==> src/rtl/idma_mc_error_handler.sv <==
// Multi-channel iDMA error handler: round-robin collection of backend bus errors, frontend
// decision handling, per-channel credits. Optional error counters via IDMA_MC_EH_ERR_CNT_EN.
module idma_mc_error_handler #(
  parameter int unsigned NumCh     = 4,
  parameter int unsigned AddrWidth = 64,
  parameter int unsigned MaxOutst  = 32,
  parameter int unsigned CntWidth  = 16,
  localparam int unsigned ChW      = (NumCh > 1) ? $clog2(NumCh) : 1,
  localparam int unsigned CredW    = $clog2(MaxOutst + 1)
) (
  input  logic                          clk_i,
  input  logic                          rst_i,
  input  logic [NumCh-1:0]              err_valid_i,
  output logic [NumCh-1:0]              err_ready_o,
  input  logic [NumCh*AddrWidth-1:0]    err_addr_i,
  input  logic [NumCh*2-1:0]            err_cause_i,
  input  logic [NumCh-1:0]              err_write_i,
  input  logic [NumCh-1:0]              err_last_i,
  input  logic [NumCh-1:0]              launch_i,
  input  logic [NumCh-1:0]              done_i,
  output logic                          rsp_valid_o,
  input  logic                          rsp_ready_i,
  output logic                          rsp_error_o,
  output logic [ChW-1:0]                rsp_ch_o,
  output logic [AddrWidth-1:0]          rsp_addr_o,
  output logic [1:0]                    rsp_cause_o,
  output logic                          rsp_write_o,
  input  logic                          eh_valid_i,
  output logic                          eh_ready_o,
  input  logic                          eh_abort_i,
  input  logic [NumCh-1:0]              dp_busy_i,
  output logic [NumCh-1:0]              flush_o,
  output logic [NumCh-1:0]              kill_o,
  output logic [NumCh-1:0]              poison_o,
  output logic                          busy_o,
  output logic                          proto_err_o,
  output logic [NumCh*CntWidth-1:0]     err_cnt_o,
  input  logic                          cnt_clr_i
);

  typedef enum logic [2:0] {StIdle, StReport, StDecide, StFlush, StExtra} state_e;

  state_e               state_q, state_d;
  logic [ChW-1:0]       ptr_q, ptr_d, ch_q, gnt_idx;
  logic                 gnt_found, accept, abort_zero, cred_nz;
  logic [AddrWidth-1:0] addr_q;
  logic [1:0]           cause_q;
  logic                 write_q, last_q;
  logic                 proto_err_q, proto_err_d;
  logic [CredW-1:0]     cred_q [NumCh];
  logic [CredW-1:0]     cred_d [NumCh];

  // First requester at or after the round-robin pointer.
  always_comb begin
    int unsigned idx;
    gnt_found = 1'b0;
    gnt_idx   = '0;
    for (int unsigned i = 0; i < NumCh; i++) begin
      idx = (32'(ptr_q) + i) % NumCh;
      if (!gnt_found && err_valid_i[idx]) begin
        gnt_found = 1'b1;
        gnt_idx   = ChW'(idx);
      end
    end
  end

  always_comb begin
    ptr_d = ptr_q;
    if (accept) ptr_d = (gnt_idx == ChW'(NumCh - 1)) ? '0 : gnt_idx + 1'b1;
  end

  always_comb begin
    state_d     = state_q;
    accept      = 1'b0;
    abort_zero  = 1'b0;
    err_ready_o = '0;
    rsp_valid_o = 1'b0;
    rsp_error_o = 1'b0;
    rsp_ch_o    = '0;
    rsp_addr_o  = '0;
    rsp_cause_o = '0;
    rsp_write_o = 1'b0;
    eh_ready_o  = 1'b0;
    flush_o     = '0;
    poison_o    = '0;
    kill_o      = '0;
    unique case (state_q)
      StIdle: begin
        if (gnt_found) begin
          accept               = 1'b1;
          err_ready_o[gnt_idx] = 1'b1;
          state_d              = StReport;
        end
      end
      StReport: begin
        rsp_valid_o = 1'b1;
        rsp_error_o = 1'b1;
        rsp_ch_o    = ch_q;
        rsp_addr_o  = addr_q;
        rsp_cause_o = cause_q;
        rsp_write_o = write_q;
        if (rsp_ready_i) state_d = StDecide;
      end
      StDecide: begin
        if (eh_valid_i) begin
          eh_ready_o = 1'b1;
          // Only the last outstanding transfer is worth flushing; otherwise abort acts as continue.
          if (eh_abort_i && cred_q[ch_q] == CredW'(1)) begin
            state_d = StFlush;
          end else begin
            abort_zero = eh_abort_i && (cred_q[ch_q] == '0);
            state_d    = last_q ? StExtra : StIdle;
          end
        end
      end
      StFlush: begin
        flush_o[ch_q]  = 1'b1;
        poison_o[ch_q] = 1'b1;
        if (!dp_busy_i[ch_q]) begin
          kill_o[ch_q] = 1'b1;
          state_d      = StExtra;
        end
      end
      StExtra: begin
        rsp_valid_o = 1'b1;
        rsp_ch_o    = ch_q;
        if (rsp_ready_i) state_d = StIdle;
      end
      default: state_d = StIdle;
    endcase
  end

  always_comb begin
    proto_err_d = proto_err_q | abort_zero;
    cred_nz     = 1'b0;
    for (int unsigned k = 0; k < NumCh; k++) begin
      cred_d[k] = cred_q[k];
      if (launch_i[k] && !done_i[k]) begin
        if (cred_q[k] == CredW'(MaxOutst)) proto_err_d = 1'b1;
        else cred_d[k] = cred_q[k] + 1'b1;
      end else if (done_i[k] && !launch_i[k]) begin
        if (cred_q[k] == '0) proto_err_d = 1'b1;
        else cred_d[k] = cred_q[k] - 1'b1;
      end
      if (kill_o[k] && cred_d[k] != '0) cred_d[k] = cred_d[k] - 1'b1;
      cred_nz = cred_nz | (cred_q[k] != '0);
    end
  end

  assign busy_o      = (state_q != StIdle) || cred_nz;
  assign proto_err_o = proto_err_q;

  always_ff @(posedge clk_i) begin
    if (rst_i) begin
      state_q     <= StIdle;
      ptr_q       <= '0;
      ch_q        <= '0;
      addr_q      <= '0;
      cause_q     <= '0;
      write_q     <= 1'b0;
      last_q      <= 1'b0;
      proto_err_q <= 1'b0;
      for (int unsigned k = 0; k < NumCh; k++) cred_q[k] <= '0;
    end else begin
      state_q     <= state_d;
      ptr_q       <= ptr_d;
      proto_err_q <= proto_err_d;
      for (int unsigned k = 0; k < NumCh; k++) cred_q[k] <= cred_d[k];
      if (accept) begin
        ch_q    <= gnt_idx;
        addr_q  <= err_addr_i[32'(gnt_idx)*AddrWidth +: AddrWidth];
        cause_q <= err_cause_i[32'(gnt_idx)*2 +: 2];
        write_q <= err_write_i[gnt_idx];
        last_q  <= err_last_i[gnt_idx];
      end
    end
  end

`ifdef IDMA_MC_EH_ERR_CNT_EN
  logic [CntWidth-1:0] cnt_q [NumCh];

  // Clear wins over a same-cycle increment.
  always_ff @(posedge clk_i) begin
    if (rst_i || cnt_clr_i) begin
      for (int unsigned k = 0; k < NumCh; k++) cnt_q[k] <= '0;
    end else if (accept && cnt_q[gnt_idx] != '1) begin
      cnt_q[gnt_idx] <= cnt_q[gnt_idx] + 1'b1;
    end
  end

  for (genvar k = 0; k < NumCh; k++) begin : g_cnt_out
    assign err_cnt_o[k*CntWidth +: CntWidth] = cnt_q[k];
  end
`else
  logic unused_cnt_clr;
  assign unused_cnt_clr = cnt_clr_i;
  assign err_cnt_o      = '0;
`endif

endmodule

==> config.mk <==
export PLATFORM = sky130hd
export DESIGN_NAME = idma_mc_error_handler
export DESIGN_NICKNAME = d
export VERILOG_FILES = /design/src/rtl/idma_mc_error_handler.sv
export SDC_FILE = /design/constraint.sdc
export NUM_CORES = 1
export LEC_CHECK = 0
export BUFFER_PORTS_ARGS = -buffer_cell sky130_fd_sc_hd__buf_4
export CAP_MARGIN = 20
export CORE_AREA = 2 2 174 176
export DETAILED_ROUTE_END_ITERATION = 6
export DIE_AREA = 0 0 176 178
export PLACE_DENSITY = 0.53
export SYNTH_ARGS = -nofsm -noshare
export SYNTH_HDL_FRONTEND = slang
export SYNTH_SLANG_ARGS = --single-unit
export TNS_END_PERCENT = 20
==> constraint.sdc <==
create_clock -name clk_i -period 5.9 [get_ports clk_i]
set_input_delay 1.18 -clock clk_i [delete_from_list [all_inputs] [get_ports clk_i]]
set_output_delay 1.18 -clock clk_i [all_outputs]
set_load 0.03 [all_outputs]
==> flow_metrics.tcl <==
set metrics [dict create \
    post_synth_inst_count 1000 \
    first_pass_grt_wire_length_mm 49.5 \
    floorplan.io_pins 448 \
    fmax_ghz 0.251 \
    post-layout-total-power_uw 4420 \
    wl_per_cell_um 19.7 \
    reg2reg_to "addr_q[3]$_SDFFE_PP0P_" \
    core.rowCount 63 \
    worstPathRequired_ns 4.72 \
    vias_per_cell 5.08 \
    asyncSetResetFlopFracSynth_pct 0 \
    synthesis.area_um2 8620 \
    timing.critical_path.to_type "primary output" \
    share_of_final_layout_standard_cells_stronger_than_drive_strength_1_pct 33.4 \
    worst_r2r_path_depth 7 \
    max_clock_buf_depth 2 \
    kind_of_critical_path "in -> out" \
    design.die.area_um2 31300 \
    post-cts-setup-buffer-count 0 \
    globalplace.congestion 0.849 \
    crit-reg2reg-launch "ptr_q[1]$_SDFFE_PP0P_" \
    maxCapViolCount 0 \
    fin_skew_ns 0.0165 \
    place.detailed.hpwl_mm 26.0 \
    drtPass1Iterations 5 \
    antenna_violating_nets_post_route 0 \
    timing.hold.worst_path_depth 2 \
    run_status "completed" \
    core_util_final_pct 40.1 \
    number_of_antenna_violations_at_the_first_check_in_global_routing 4 \
    routed_wirelength_mm 33.8 \
    insertion_delay_ns 0.36 \
    clkTransAtPathRegs_ns 0.07 \
    fin_crit_sh_pct 67.6 \
    final.min_clock_period_ns 3.99 \
    global_route.overflow_total 0 \
    timing.critical_path.slowest_cell_delay_ns 0.84 \
    irDropWorstVdd_uv 203 \
    relSlewSlack_pct 34.2 \
    kind_of_path_behind_the_tightest_hold_check "reg -> reg" \
    leading_register_cell_type_out_of_synthesis "dfxtp_1" \
    grt_usage_pct 20.6 \
    clock_sink_count 102 \
    post_cts_hold_buffer_count 0 \
    worst-r2r-setup-slack_ns 2.79 \
    cts_buffers 9 \
    crit_path_top_delay_cell "nor4_1" \
    crit_arrival_ns 2.81 \
    count_of_cells_resized_by_post_cts_repair 0 \
    critical-path-top-cell-by-count "buf_4" \
    slew_limit_fails 0 \
    static-leakage-power_uw 0.00557 \
    powerDensity_nw_per_um2 375 \
    root_buffer "clkbuf_16" \
    buffer_ports.inserted 382 \
    startpoint_type "input port" \
    launch_point_of_the_worst_hold_path "addr_q[32]$_SDFFE_PP0P_" \
    remaining_drc_errors 0 \
    layout-area-overhead-vs-synth_pct 36.7 \
    drt_first_iter_violations 584 \
    crit_path_max_fanout 7 \
    synthesis.area_per_instance_um2 8.62 \
    setup_violations 0 \
    timing_hold_violations_final 0 \
    postSynthRegisterBits 102 \
    post_synth_num_cell_types 80 \
    sequential_to_total_area_share_from_yosys_stat_pct 23.7 \
    first_global_vias 8418 \
    worstMarginPinSlew_ns 0.977 \
    fp.dieW_um 176 \
    fillerInstances 3079 \
    path_cells "buf_4 -> nor4_1 -> nor2b_1 -> and2_1 -> buf_4" \
    final_setup_tns_ns 0 \
    die_h_um 178 \
    ys_warnings 0 \
    maximum_number_of_pins_on_one_net_before_global_route_repair 99 \
    min_to "addr_q[32]$_SDFFE_PP0P_" \
    placeable_area_um2 29400 \
    start_util_pct 29.3 \
    h-tree-depth 3 \
    tritoncts "built" \
    finalNetCount 1635 \
    grt_setup_unrepaired "no" \
    synth_enable_flop_cells 0 \
    dr_total_vias 8709 \
]
-- Yosys cell counts (13+ instances only) --
| cell | instances | area [um2] |
|---|---|---|
| a21oi_1 | 31 | 155 |
| nand3b_1 | 74 | 556 |
| dfxtp_1 | 102 | 2040 |
| mux2i_1 | 142 | 1420 |
| clkbuf_1 | 54 | 203 |
| ha_1 | 24 | 300 |
| and2_1 | 76 | 475 |
| nor2b_1 | 13 | 81.3 |
| buf_4 | 68 | 510 |
| nor2_1 | 40 | 150 |
| o221ai_1 | 70 | 613 |
| nand3_1 | 16 | 80.1 |
| nand2b_1 | 16 | 100 |
| inv_1 | 24 | 90.1 |
| buf_2 | 19 | 95.1 |
| nor3_1 | 18 | 90.1 |
| nand2_1 | 21 | 78.8 |
-- through the flow --
stage	instances	worst slack, ns	instance area (um2)	hold slack (ns)
global route	1716	1.78	11800	0.523
CTS	1712	1.82	11800	0.499
finish	1716	1.91	11800	0.496
detailed placement	1696	1.82	11500	0.474
floorplan	1063	2.03	8860	0.451
global placement	1696	1.83	11500	0.474
-- worst max-delay path, delay by kind of cell --
kind | cells | cell delay, ns
buffers and inverters | 2 | 0.29
AND/OR/NAND/NOR | 3 | 1.34
-- layout by cell type (no fill, tap or decap), drive strengths merged, types with 24 or more instances in the layout --
cell,instances
mux2i,142
buf,392
a21oi,31
inv,27
nand3b,74
dfxtp,102
o221ai,70
and2,76
nor2,40
conb,64
ha,24
-- layout make-up --
cell class	instances	area [um2]	share of cell area, %
diodes	4	10.0	0.0849
clock buffers	10	229	1.94
clock inverters	6	53.8	0.457
inverters	24	90.1	0.764
multi-input cells	788	5920	50.2
flip-flops and latches	102	2040	17.3
well taps	390	488	4.14
repair buffers	392	2960	25.1
-- report_power, final --
group          switching, uW  internal, uW  total [uW]
logic                   1530          1050        2580
registers                243           985        1230
clock network            315           295         610
-- layer usage --
| layer | GRT usage (%) | vias to the layer above | share of wire (%) |
|---|---|---|---|
| met4 | 5.92 | 0 | 2.2 |
| met3 | 5.16 | 32 | 6.3 |
| met1 | 25.7 | 4107 | 41 |
| li1 | - | 4227 | - |
| met5 | 0 | - | 0 |
| met2 | 35.0 | 343 | 50 |
-- logic make-up after synthesis --
logic type,Yosys count,share of synthesized area (%)
simple gates,346,25.4
buf+inv,173,10.8
flops,102,23.7
fa+ha+maj,24,3.48
other cells,1,0.0435
xor+xnor,12,1.22
compound gates,188,16.9
mux,154,18.5
-- worst max-delay path by stage --
stage                         startpoint        endpoint  slack [ns]
final                     err_valid_i[3]  err_ready_o[3]        1.91
after global routing      err_valid_i[3]  err_ready_o[0]        1.78
after CTS                 err_valid_i[3]  err_ready_o[3]        1.82
after detailed placement  err_valid_i[3]  err_ready_o[3]        1.82
after global placement    err_valid_i[3]  err_ready_o[1]        1.83
after floorplan           err_valid_i[0]  err_ready_o[3]        2.03
-- registers in the layout, summed over array words and instances, names as in the netlist, named ones only --
register and flops:
ch_q 2, addr_q 64, ptr_q 2, state_q 3, cred_q 24, last_q 1
proto_err_o 1, write_q 1, cause_q 2
Note: power is estimated with default switching activity, not from simulation.
